[src/rtl/riscv_mem_arb.sv]
// riscv_mem_arb: shares one single-outstanding memory bus between the
// instruction-fetch port and the load/store port. Builds byte enables and
// lane-shifted store data, and rejects misaligned data accesses locally.
module riscv_mem_arb #(
  parameter int unsigned XLEN       = 32,
  parameter int unsigned STARVE_MAX = 4
) (
  input  logic              clk_i,
  input  logic              rst_i,
  // instruction fetch port
  input  logic              imem_req_i,
  input  logic [XLEN-1:0]   imem_adr_i,
  output logic              imem_ack_o,
  output logic              imem_err_o,
  output logic [XLEN-1:0]   imem_q_o,
  // load/store port
  input  logic              dmem_req_i,
  input  logic              dmem_we_i,
  input  logic [2:0]        dmem_size_i,
  input  logic [XLEN-1:0]   dmem_adr_i,
  input  logic [XLEN-1:0]   dmem_d_i,
  output logic              dmem_ack_o,
  output logic              dmem_err_o,
  output logic              dmem_misaligned_o,
  output logic [XLEN-1:0]   dmem_q_o,
  // external bus
  output logic              bus_req_o,
  output logic              bus_we_o,
  output logic [XLEN-1:0]   bus_adr_o,
  output logic [XLEN/8-1:0] bus_be_o,
  output logic [XLEN-1:0]   bus_d_o,
  input  logic              bus_ack_i,
  input  logic              bus_err_i,
  input  logic [XLEN-1:0]   bus_q_i
);

  localparam int unsigned BW   = XLEN / 8;
  localparam int unsigned OFFW = (XLEN == 64) ? 3 : 2;
  localparam int unsigned CNTW = 4;
  localparam logic [CNTW-1:0] STARVE_LIM = CNTW'(STARVE_MAX);

  typedef enum logic [1:0] {IDLE, BUSY_I, BUSY_D, FAULT} state_e;

  state_e          state_q;
  logic [CNTW-1:0] starve_q;
  logic [OFFW-1:0] off_c;
  logic            misaligned_c;
  logic [BW-1:0]   be_c;
  logic [XLEN-1:0] wdata_c;
  logic            grant_d_c;
  logic            grant_i_c;
  logic            done_c;
  logic            unused_size_msb;

  // Size bit 2 (unsigned-load flag) has no meaning on the bus side.
  assign unused_size_msb = dmem_size_i[2];

  // Data access decode: byte lane offset, enables, alignment, shifted store data.
  always_comb begin
    off_c        = dmem_adr_i[OFFW-1:0];
    be_c         = '0;
    misaligned_c = 1'b0;
    case (dmem_size_i[1:0])
      2'd0: be_c = BW'(1) << off_c;
      2'd1: begin
        be_c         = BW'(3) << off_c;
        misaligned_c = dmem_adr_i[0];
      end
      2'd2: begin
        be_c         = BW'(15) << off_c;
        misaligned_c = |dmem_adr_i[1:0];
      end
      default: begin
        be_c         = '1;
        misaligned_c = (XLEN == 64) ? (|dmem_adr_i[2:0]) : 1'b1;
      end
    endcase
    wdata_c = dmem_d_i << {off_c, 3'b000};
  end

  // Grant selection: data wins unless fetch has waited STARVE_MAX data grants.
  always_comb begin
    grant_d_c = dmem_req_i && (!imem_req_i || (starve_q != STARVE_LIM));
    grant_i_c = imem_req_i && !grant_d_c;
    done_c    = bus_ack_i || bus_err_i;
  end

  // Responses follow the bus in the completion cycle; a dropped req discards them.
  assign imem_ack_o = (state_q == BUSY_I) && imem_req_i && bus_ack_i && !bus_err_i;
  assign imem_err_o = (state_q == BUSY_I) && imem_req_i && bus_err_i;
  assign dmem_ack_o = (state_q == BUSY_D) && dmem_req_i && bus_ack_i && !bus_err_i;
  assign dmem_err_o = (state_q == BUSY_D) && dmem_req_i && bus_err_i;
  assign imem_q_o   = bus_q_i;
  assign dmem_q_o   = bus_q_i;

  // Arbiter FSM with registered bus outputs and starvation counter.
  always_ff @(posedge clk_i) begin
    if (rst_i) begin
      state_q           <= IDLE;
      starve_q          <= '0;
      bus_req_o         <= 1'b0;
      bus_we_o          <= 1'b0;
      bus_adr_o         <= '0;
      bus_be_o          <= '0;
      bus_d_o           <= '0;
      dmem_misaligned_o <= 1'b0;
    end else begin
      case (state_q)
        IDLE: begin
          if (grant_d_c) begin
            if (imem_req_i) begin
              starve_q <= (starve_q == STARVE_LIM) ? starve_q : starve_q + CNTW'(1);
            end else begin
              starve_q <= '0;
            end
            if (misaligned_c) begin
              state_q           <= FAULT;
              dmem_misaligned_o <= 1'b1;
            end else begin
              state_q   <= BUSY_D;
              bus_req_o <= 1'b1;
              bus_we_o  <= dmem_we_i;
              bus_adr_o <= dmem_adr_i;
              bus_be_o  <= be_c;
              bus_d_o   <= wdata_c;
            end
          end else if (grant_i_c) begin
            starve_q  <= '0;
            state_q   <= BUSY_I;
            bus_req_o <= 1'b1;
            bus_we_o  <= 1'b0;
            bus_adr_o <= imem_adr_i;
            bus_be_o  <= '1;
            bus_d_o   <= '0;
          end
        end
        BUSY_I, BUSY_D: begin
          if (done_c) begin
            state_q   <= IDLE;
            bus_req_o <= 1'b0;
            bus_we_o  <= 1'b0;
            bus_adr_o <= '0;
            bus_be_o  <= '0;
            bus_d_o   <= '0;
          end
        end
        FAULT: begin
          state_q           <= IDLE;
          dmem_misaligned_o <= 1'b0;
        end
        default: state_q <= IDLE;
      endcase
    end
  end

endmodule

[config.mk]
export PLATFORM = sky130hd
export DESIGN_NAME = riscv_mem_arb
export DESIGN_NICKNAME = d
export VERILOG_FILES = /design/src/rtl/riscv_mem_arb.sv
export SDC_FILE = /design/constraint.sdc
export NUM_CORES = 1
export LEC_CHECK = 0
export CELL_PAD_IN_SITES_DETAIL_PLACEMENT = 1
export CELL_PAD_IN_SITES_GLOBAL_PLACEMENT = 1
export CORE_MARGIN = 8
export CORE_UTILIZATION = 29
export CTS_BUF_LIST = sky130_fd_sc_hd__clkbuf_4
export CTS_CLUSTER_SIZE = 30
export DETAILED_ROUTE_END_ITERATION = 10
export PLACE_DENSITY_LB_ADDON = 0.1
export SLEW_MARGIN = 10
export SYNTH_ARGS = -nofsm -noshare
export SYNTH_HDL_FRONTEND = slang
export SYNTH_SLANG_ARGS = --single-unit
[constraint.sdc]
create_clock -name clk_i -period 5.6 [get_ports clk_i]
set_clock_uncertainty 0.1 [all_clocks]
set_input_delay 0.84 -clock clk_i [delete_from_list [all_inputs] [get_ports clk_i]]
set_output_delay 0.84 -clock clk_i [all_outputs]
set_load 0.02 [all_outputs]
==> results of run 1 <==
[state kept, by name, indices dropped and copies added, names as in the netlist]
register	count
bus_adr_o	32
bus_d_o	32
bus_be_o	4
starve_q	4
state_q	2
bus_req_o	1
bus_we_o	1
dmem_misaligned_o	1
[kinds of logic (layout without fill, tap and decap cells)]
logic type                 after synthesis  after routing  share of synthesized area [%]
buffers and inverters                  153            252                           19.7
adders and majority gates               11             11                           3.13
DFF                                     77             77                           35.0
muxes                                   48             48                           10.9
and+or+nand+nor                         66             66                           8.71
AOI/OAI and AO/OA                      117            117                           22.5
[final cells by class]
class / count / area, µm² / share of cell area [%]
sequential: 77 / 1540 / 26.0
inverter: 53 / 199 / 3.35
tap: 188 / 235 / 3.96
timing repair buffer: 183 / 1810 / 30.5
clock inverter: 6 / 77.6 / 1.31
clock buffer: 10 / 75.1 / 1.27
multi-input combinational: 242 / 1990 / 33.6
[synth_stat cells, types with 2 or more instances]
cell	n	area [µm²]
a32o_1	25	250
ha_1	11	138
dfxtp_1	77	1540
o211ai_1	2	15.0
mux2i_1	48	480
and4b_1	2	20.0
o32ai_1	44	385
or3_1	3	18.8
buf_4	68	510
nor2_1	6	22.5
nand2_1	15	56.3
clkbuf_1	13	48.8
nand3_1	2	10.0
buf_6	2	22.5
and3_1	2	12.5
o211a_1	2	20.0
a21oi_1	14	70.1
inv_1	52	195
nor2b_1	18	113
nor3_1	5	25.0
a41o_1	2	20.0
nand3b_1	2	15.0
and2_1	2	12.5
nand4_1	2	12.5
buf_2	16	80.1
a211oi_1	8	60.1
nand2b_1	2	12.5
o21ai_0	9	45.0
[worst max-delay path by stage]
stage               slack, ns           end  cells after the start
floorplan                3.18  bus_adr_o[0]                      8
global placement         1.90    bus_d_o[6]                      7
detailed placement       1.82    bus_d_o[2]                      7
CTS                      2.24    dmem_ack_o                      3
global route             2.16    bus_d_o[3]                      7
finish                   2.26    dmem_ack_o                      3
[power breakdown]
part | internal, mW | leakage (nW) | switching [mW]
Combinational | 0.232 | 1.47 | 0.278
Sequential | 0.600 | 0.627 | 0.0277
Clock | 0.182 | 0.0852 | 0.200
Total | 1.01 | 2.18 | 0.506
[critical path: cells and delay by family]
kind | cells | cell delay (ns)
buffers and inverters | 2 | 1.31
AND/OR/NAND/NOR | 1 | 0.26
[layer usage]
layer	GRT usage (%)	wire length (µm)	up-vias
met3	4.72	839	28
met4	6.07	347	0
li1	-	-	1831
met2	24.5	6870	117
met5	0	0	-
met1	18.7	6880	1806
[metrics by stage]
step,util [%],cells,area [µm²]
after floorplan,-,472,4400
after global placement,38.5,743,5780
after detailed placement,38.5,743,5780
after CTS,39.5,759,5930
after global routing,39.5,759,5930
final,39.5,759,5930
[placed cells by master (no fill, tap or decap), types with 11 or more instances in the layout]
master / instances
nor2b_1: 18
mux2i_1: 48
inv_1: 52
clkdlybuf4s50_1: 177
dfxtp_1: 77
o32ai_1: 44
nand2_1: 14
a32o_1: 25
a21oi_1: 14
ha_1: 11
==> out/metrics.yaml, run 1 <==
drcViolationCount: 0
leakagePower_nw: 2.18
maxCapViolCount: 0
r2r_start: "starve_q[0]"
worst_pin_slew_ns: 1.12
gp_congestion: 0.814
ff2ff_path_depth: 6
synthFlopType: "dfxtp_1"
detail_route.wl_per_cell_um: 19.7
cp_cell_sequence: "clkdlybuf4s50_1, and4b_1, clkdlybuf4s50_1"
root_buffer: "clkbuf_4"
end_kind: "primary output"
setup_tns_ns: 0
start_util_pct: 29.3
grt_antenna_before_repair: 0
crit_fanout: 10
synthArstFlopShare_pct: 0
grt_max_degree: 62
cts_made_buffers: 9
die_h_um: 139
avgSynthCellArea_um2: 9.32
grt_setup_unrepaired: "no"
cts_resized: 0
die_area_um2: 19400
num_antenna_cells: 0
cpPeakStageDelay_ns: 0.70
slowest_stage: "clkdlybuf4s50_1"
hold_path.startpoint: "bus_adr_o[31]"
setup_viol: 0
run_status: "finished, final reports clean"
die_x_um: 139
hpwl_um: 11100
fin_crit_ns: 3.34
hold_class: "reg2reg"
firstDrtPassIters: 4
core_area_um2: 15000
power_mw: 1.52
fin_ws_ns: 2.26
io_buffer_count: 179
cts.sinks: 77
dp_slack_ns: 1.82
netlist_instances: 472
clk_path_buf_depth: 2
netlist_area_um2: 4400
crit_arrival_ns: 2.40
postCtsHoldBufs: 0
clock_latency_ns: 0.45
finalHoldViolCount: 0
fmax_mhz: 299
cp-startpoint: "dmem_req_i"
drt-initial-drc-count: 130
vias: 3782
ant_nets: 0
drive_above_1_share_pct: 5.25
ir_drop_mv: 0.0953
whs_ns: 0.387
ios: 277
path_common_cell: "clkdlybuf4s50_1"
grt-ovfl-total: 0
drt_wl_total_um: 14900
hold_path_depth: 2
critPathRequiredTime_ns: 4.66
htreeDepth: 3
post_cts_buffers: 0
fillers: 1702
grt_pass1_wl_um: 23300
synth_nets: 621
rows: 45
final_max_slew_viol_count: 0
synth_edf_count: 0
synth_seq_area_share_pct: 35.0
grt.total_usage_pct: 15.3
cts.reportedPaths.clkPinSlew_ns: 0.11
slew_headroom_pct: 24.8
finalNetCount: 715
routed_via_density: 4.98
synthToLayoutAreaGrowth_pct: 34.9
ys_types: 46
grt_pass1_vias: 4054
power_density_nw_per_um2: 256
synth-seq-cells: 77
fin_crit_sh_pct: 59.7
cp-start-kind: "input port"
rrSetupSlack_ns: 2.91
holdPathEnd: "bus_adr_o[31]"
ys_warn_count: 0
cts_tree: "built"
r2r_end: "bus_d_o[5]"
path_class: "in2out"
Power figures use the tool's default switching activity.
==> run 2: changes to the inputs <==
Settings changed: CORE_UTILIZATION 29 to 27.
Clock period 5.6 ns to 3.22 ns, I/O delays scaled along.
==> run 2 against run 1 <==
Register-to-register slack got worse by 1.9 ns. Worst hold slack got worse by 0.0069 ns. Clock power increased by 55%. Critical endpoint unchanged.
==> out/metrics.yaml, run 2 (same netlist as run 1, synthesis figures left out) <==
run_status: "finished, final reports clean"  # unchanged
core_area_um2: 15900  # was 15000 µm²
die_h_um: 144  # was 139 µm
power.internal_mw: 1.72  # was 1.01 mW
hold_path_depth: 2  # unchanged
clock_latency_ns: 0.43  # was 0.45 ns
worst_pin_slew_ns: 0.792  # was 1.12 ns
start_util_pct: 27.7  # was 29.3%
grt_setup_unrepaired: "no"  # unchanged
fmax_mhz: 379
cts.sinks: 77  # unchanged
root_buffer: "clkbuf_4"  # unchanged
gp_congestion: 0.779  # was 0.814
setup_viol: 0  # unchanged
hold_class: "reg2reg"  # unchanged
crit_arrival_ns: 2.06  # was 2.40 ns
switching_share_pct: 33.8  # was 33.3%
r2r_start: "state_q[0]"  # was starve_q[0]
rrSetupSlack_ns: 1.00  # was 2.91 ns
holdPathEnd: "bus_adr_o[25]"  # was bus_adr_o[31]
power.switching_uw: 881  # was 506 µW
grt_pass1_wl_um: 23200  # was 23300 µm
end_kind: "primary output"  # unchanged
synthToLayoutAreaGrowth_pct: 37.4  # was 34.9%
drive_above_1_share_pct: 6.24  # was 5.25%
final_cell_mix: "clkdlybuf4s50_1, dfxtp_1, inv_1"  # unchanged
ios: 277  # unchanged
finalHoldViolCount: 0  # unchanged
post_cts_buffers: 0  # unchanged
final_max_slew_viol_count: 0  # unchanged
leakagePower_nw: 2.22  # was 2.18 nW
ir_drop_mv: 0.167  # was 0.0953 mV
drt_wl_total_um: 15500  # was 14900 µm
grt-ovfl-total: 0  # unchanged
grt_antenna_before_repair: 1  # was 0
grt_pass1_vias: 4095  # was 4054
path_class: "in2out"  # unchanged
cts_made_buffers: 9  # unchanged
power_density_nw_per_um2: 431  # was 256 nW/µm²
finalNetCount: 721  # was 715
reg_top3: "bus_adr_o: 32 flops, bus_d_o: 32 flops"  # unchanged
ant_nets: 0  # unchanged
die_area_um2: 20600  # was 19400 µm²
clk_path_buf_depth: 2  # unchanged
fin_crit_ns: 2.64
detail_route.wl_per_cell_um: 19.5  # was 19.7 µm
fillers: 1845  # was 1702
ff2ff_path_depth: 6  # unchanged
clkPwrFrac_pct: 22.8  # was 25.1%
hold_path.startpoint: "bus_adr_o[25]"  # was bus_adr_o[31]
drcViolationCount: 0  # unchanged
io_buffer_count: 179  # unchanged
hpwl_um: 11800  # was 11100 µm
seqPwrFrac_pct: 41.9  # was 41.3%
cts_resized: 0  # unchanged
vias: 3820  # was 3782
slew_headroom_pct: 47.0  # was 24.8%
cp-start-kind: "input port"  # unchanged
placed_cells: 777  # was 743
grt_max_degree: 39  # was 62
cts_tree: "built"  # unchanged
die_x_um: 144  # was 139 µm
whs_ns: 0.381  # was 0.387 ns
maxCapViolCount: 0  # unchanged
routed_via_density: 4.80  # was 4.98
grt.total_usage_pct: 14.7  # was 15.3%
fin_cells: 796  # was 759
htreeDepth: 3  # unchanged
r2r_end: "bus_d_o[19]"  # was bus_d_o[5]
crit_fanout: 10  # unchanged
combPwrFrac_pct: 35.3  # was 33.5%
drt-initial-drc-count: 134  # was 130
rows: 46  # was 45
postCtsHoldBufs: 0  # unchanged
cts.reportedPaths.clkPinSlew_ns: 0.11  # about the same
mostFrequentLayoutCell: "clkdlybuf4s50_1"  # unchanged
critPathRequiredTime_ns: 2.64  # was 4.66 ns
setup_tns_ns: 0  # unchanged
firstDrtPassIters: 4  # unchanged
fin_crit_sh_pct: 82.0
[run 2: cell types whose count changed in the layout (fill, tap and decap cells not counted), sizes merged]
cell / previous run / this run
buf: 6 / 12
diode: 0 / 3
bufinv: 2 / 1
clkbuf: 10 / 11
[run 2: metrics by stage]
step | utilization (%) | setup WS, ns | area (µm²) | total power [mW]
after global routing | 38.0 | 0.500 | 6040 | 2.78
after floorplan | - | 1.16 | 4400 | 1.71
after CTS | 38.0 | 0.573 | 6030 | 2.67
final | 38.0 | 0.581 | 6040 | 2.60
after global placement | 37.1 | 0.404 | 5900 | 2.03
after detailed placement | 37.1 | 0.328 | 5900 | 2.05
[run 2: routing by layer]
metal	track usage (%)	part of all wire [%]	vias to the layer above	wire length, µm
met5	0	0	-	0
li1	-	-	1851	-
met3	4.51	7.3	25	1130
met1	17.4	43	1820	6630
met2	23.7	48	124	7450
met4	6.97	1.9	0	297
[run 2: worst max-delay path by stage]
stage                               to  slack, ns  cells after the start      startpoint
after floorplan           bus_adr_o[0]       1.16                      8  dmem_size_i[0]
after global placement     bus_d_o[13]       0.40                      7  dmem_size_i[0]
after detailed placement   bus_d_o[14]       0.33                      7  dmem_size_i[0]
after CTS                   dmem_ack_o       0.57                      3      dmem_req_i
after global routing        imem_ack_o       0.50                      3      imem_req_i
final                       dmem_ack_o       0.58                      3      dmem_req_i
[run 2: final cells by class]
class                           count  area [µm²]  share of cell area, %
Clock inverter                      5        51.3                  0.849
Sequential cell                    77        1540                   25.5
Tap cell                          216         270                   4.47
Inverter                           53         199                   3.29
Antenna cell                        3        7.51                  0.124
Clock buffer                       11        82.6                   1.37
Multi-Input combinational cell    242        1990                   33.0
Timing Repair Buffer              189        1890                   31.4
[run 2: power by group through the flow]
stage                     logic [mW]  registers [mW]  clock network, mW
after global routing           0.995            1.10              0.681
after global placement         0.922            1.11                  0
after CTS                      0.936            1.09              0.637
final                          0.920            1.09              0.594
after detailed placement       0.934            1.11                  0
after floorplan                0.489            1.22                  0
[run 2: critical path: stages]
cell             delay, ns
clkdlybuf4s50_1       0.70
and4b_1               0.26
clkdlybuf4s50_1       0.61
==> edit 1: new RTL, flow settings as in run 2 <==
Make the reset (`rst_i`) asynchronous in one clocked block.
--- a/src/rtl/riscv_mem_arb.sv
+++ b/src/rtl/riscv_mem_arb.sv
@@ -94,7 +94,7 @@
   assign dmem_q_o   = bus_q_i;
 
   // Arbiter FSM with registered bus outputs and starvation counter.
-  always_ff @(posedge clk_i) begin
+  always_ff @(posedge clk_i or posedge rst_i) begin
     if (rst_i) begin
       state_q           <= IDLE;
       starve_q          <= '0;
Formal check against the unedited RTL: differs if rst_i is asserted again (counterexample within 4 cycles, from zero or initial values and one cycle with rst_i high); with rst_i held inactive, the same outputs for 4 cycles.
==> edit 1 against run 2 <==
- sequential cell count unchanged
- cell count up 2.6%
- worst setup slack better by 0.045 ns
- count of clock-buffer cells in the layout shrank 2
- cell area up 8.5%
- routed wire length rose by 13%
- highest routed layer unchanged
- critical path type is now input pin to flip-flop
- sequential share of layout area up 3.9 points
- utilization down 1.3 points
- synthesized area is 11% higher
- via count increased by 4.1%
Power is not compared: it rests on default switching activity, and its combinational part moved more than twofold at a synthesized area within 25%.
==> edit 1: results (changes against run 2) <==
stage,metric,value,unit,change
synth,synthFlopType,dfrtp_1,,was dfxtp_1
placed_design,dp_cells,799,,was 777
synth,synth_compound_area_frac,0.199,,was 0.225
global_route,grt_max_degree,43,,was 39
global_route,grt_pass1_wl,27100,um,was 23200 um
worst_hold_path,min_path_type,input pin to async pin,,was flip-flop to flip-flop
routing,vias_per_cell,4.87,,was 4.80
synth,async_reset_ff_frac,1.00,,was 0
critical_path,max_stage_delay,0.54,ns,was 0.70 ns
synth,synth.avg_cell_area,10.2,um2,was 9.32 um2
clocking,clk_pin_slew,0.15,ns,was 0.11 ns
status,outcome,"finished, final reports clean",,unchanged
global_route,grtUsageTotal,0.155,,was 0.147
cells_and_area,fin_nets,730,,was 721
placed_design,gp_congestion,0.763,,was 0.779
global_route,grt_pass1_vias,4540,,was 4095
synth,synthAdderAreaFrac,0.0283,,was 0.0313
routing,drt_iter0_markers,122,,was 134
placed_design,post-dp-hpwl,12800,um,was 11800 um
global_route,antenna_found_initial,2,,was 1
synth,synth_area_leaders,"dfrtp_1 40%, buf_4 9.9%, mux2_2 7.9%",,"was dfxtp_1 35%, buf_4 12%, mux2i_1 11%"
synth,synthTopCellsByCount,"77 x dfrtp_1, 64 x buf_4, 34 x mux2_2",,"was 77 x dfxtp_1, 68 x buf_4, 52 x inv_1"
critical_path,path_max_fanout,37,,was 10
routing,wire_per_inst,21.4,um,was 19.5 um
synth,synthMuxAreaShare,0.137,,was 0.109
synth,yosysSeqAreaShare,0.396,,was 0.350
==> edit 1: cell types whose count changed after synthesis, sizes merged, moves of 18 or more <==
cell	delta
dfxtp	-77
mux2	+36
dfrtp	+77
a21oi	+18
nand2b	+31
a31o	+32
o32ai	-44
mux2i	-22
inv	-42
==> edit 1: cell type report <==
class	instances	area, um2
flip-flops and latches	77	1930
clock buffers	9	67.6
diodes	2	5.00
fillers	1973	11300
well taps	229	287
clock inverters	7	66.3
multi-input cells	289	2240
inverters	12	46.3
repair buffers	192	1910
==> edit 1: path summary, 6_finish.rpt <==
check                               start           end  slack, ns
setup / recovery           dmem_size_i[0]  bus_adr_o[7]       0.63
hold / removal                      rst_i   bus_d_o[26]       0.35
setup reg to reg               state_q[0]  bus_adr_o[7]       0.63
hold reg to reg                 bus_req_o     bus_req_o       0.41
max in group asynchronous           rst_i    state_q[1]       2.00
min in group clk_i              bus_req_o     bus_req_o       0.41
==> edit 1: cell families after synthesis <==
kind of cell,after synthesis
multiplexers,62
adder cells (fa/ha/maj),11
buffers and inverters,112
flip-flops,77
AO/OA/AOI/OAI,130
AND/OR/NAND/NOR,86
==> edit 1: per-stage QoR <==
| step | power (mW) | worst slack, ns |
|---|---|---|
| CTS | 5.68 | 0.571 |
| global placement | 4.97 | 0.213 |
| finish | 5.58 | 0.626 |
| floorplan | 3.82 | 0.670 |
| detailed placement | 5.04 | 0.159 |
| global route | 5.99 | 0.475 |
==> edit 1: power by group <==
group	internal, mW	total, mW	switching [mW]
Sequential	1.32	1.51	0.194
Combinational	1.69	3.45	1.76
Clock	0.232	0.614	0.382
==> edit 1: routing by layer <==
metal / vias up / GRT usage / share of wire
li1: 1857 / - / -
met3: 20 / 0.0598 / 0.089
met2: 130 / 0.259 / 0.48
met4: 0 / 0.0530 / 0.017
met5: - / 0 / 0
met1: 1969 / 0.179 / 0.41
==> edit 1: worst reg2reg max path, stage by stage (launching register included) <==
cell and delay, ns:
dfrtp_1 0.41, inv_1 0.11, ha_1 0.47, clkinv_1 0.48
buf_4 0.41, a31o_2 0.25, mux2_2 0.26
==> edit 2: new RTL, config.mk and constraints of run 2 <==
Without the edit above. Set the localparam `CNTW` to 3 (it was 4).
--- a/src/rtl/riscv_mem_arb.sv
+++ b/src/rtl/riscv_mem_arb.sv
@@ -36,7 +36,7 @@
 
   localparam int unsigned BW   = XLEN / 8;
   localparam int unsigned OFFW = (XLEN == 64) ? 3 : 2;
-  localparam int unsigned CNTW = 4;
+  localparam int unsigned CNTW = 3;
   localparam logic [CNTW-1:0] STARVE_LIM = CNTW'(STARVE_MAX);
 
   typedef enum logic [1:0] {IDLE, BUSY_I, BUSY_D, FAULT} state_e;
Formal check against the unedited RTL: same outputs for any inputs over 4 cycles, from zero or initial values and one cycle with rst_i high; that may be too few to reach the edited logic, so the function may still have changed.
==> edit 2 against run 2 <==
- sequential cell count decreased by 1
- routed wire length decreased by 3.2%
- non-clock buffer count decreased by 2
- critical path type is now input pin to flip-flop
- highest routed layer unchanged
- cell area increased by 4.3%
- power increased by 6.3%
- worst setup slack got worse by 0.0026 ns
- synthesized area increased by 8.2%
- utilization decreased by 1.5 points
==> edit 2: results (changes against run 2) <==
stage,metric,value,unit,change
status,outcome,"finished, final reports clean",,unchanged
cells_and_area,largestRegisters,"bus_adr_o: 32 flops, bus_d_o: 32 flops, bus_be_o: 4 flops",,"was bus_adr_o: 32 flops, bus_d_o: 32 flops"
cells_and_area,layout-drive-gt1-share,0.106,,was 0.0624
synth,synthTopCellsByCount,"76 x dfxtp_1, 67 x inv_1, 65 x buf_4",,"was 77 x dfxtp_1, 68 x buf_4, 52 x inv_1"
cells_and_area,fin_nets,738,,was 721
critical_path,max_stage_delay,0.56,ns,was 0.70 ns
placed_design,post-dp-hpwl,11100,um,was 11800 um
placed_design,place_area,6120,um2,was 5900 um2
routing,drt_iter0_markers,98,,was 134
global_route,grt_max_degree,46,,was 39
synth,synth_area_leaders,"dfxtp_1 32%, mux2i_1 13%, buf_4 10%",,"was dfxtp_1 35%, buf_4 12%, mux2i_1 11%"
synth,synth_fp_nets,640,,was 621
pwr,p_leak,2.33,nW,was 2.22 nW
synth,synthMuxAreaShare,0.135,,was 0.109
worst_hold_path,worstHoldStart,bus_adr_o[11],,was bus_adr_o[25]
global_route,grtUsageMet2,0.215,,was 0.237
critical_path,rr_worst_depth,7,,was 6
critical_path,crit_arrival,2.89,ns,was 2.06 ns
global_route,grt_pass1_wl,23100,um,was 23200 um
global_route,grt_pass1_vias,4036,,was 4095
critical_path,path_max_fanout,36,,was 10
routing,wl_met1,6450,um,was 6630 um
synth,synthesis.instances,491,,was 472
critical_path,reg2reg_slack,0.77,ns,was 1.00 ns
routing,wl_met2,7000,um,was 7450 um
==> edit 2: changes by cell type in the layout (fill, tap and decap cells not counted), sizes merged, moves of 8 or more <==
| cell | run 2 | this run |
|---|---|---|
| inv | 52 | 67 |
| o32ai | 44 | 52 |
| nand2b | 2 | 20 |
| o22ai | 1 | 10 |
| nand2 | 15 | 7 |
| nand3 | 3 | 13 |
| mux2i | 48 | 64 |
| nor2 | 6 | 17 |
| a32o | 25 | 0 |
| nor2b | 18 | 2 |
==> edit 2: critical path, delay by kind of cell <==
kind	cells	cell delay (ns)
AND/OR/NAND/NOR	3	1.14
buffers and inverters	3	0.84
AO/OA/AOI/OAI	1	0.15
adder cells (fa/ha/maj)	1	0.26
==> edit 2: power breakdown <==
group          leakage (nW)  internal [mW]  switching, mW
clock                0.0955          0.396          0.347
sequential            0.619           1.02         0.0463
combinational          1.61          0.449          0.507
total                  2.33           1.87          0.900
==> edit 2: area by class of cell <==
class,instances,area (um2),area share
Tap cell,225,282,0.0447
Sequential cell,76,1520,0.241
Inverter,67,251,0.0399
Clock buffer,10,75.1,0.0119
Timing Repair Buffer,187,1890,0.301
Multi-Input combinational cell,248,2180,0.345
Clock inverter,6,103,0.0163
==> edit 2: worst max path at each step <==
| stage | start | endpoint | slack [ns] | cells past startpoint |
|---|---|---|---|---|
| 2_1_floorplan | dmem_size_i[0] | bus_adr_o[0] | 0.83 | 8 |
| 3_5_place_dp | dmem_size_i[0] | bus_adr_o[28] | 0.10 | 8 |
| 6_report | dmem_size_i[0] | bus_adr_o[28] | 0.58 | 8 |
| 5_1_grt | dmem_size_i[0] | bus_d_o[11] | 0.49 | 7 |
| 3_3_place_gp | dmem_size_i[0] | bus_adr_o[3] | 0.16 | 8 |
| 4_1_cts | dmem_req_i | dmem_ack_o | 0.60 | 3 |
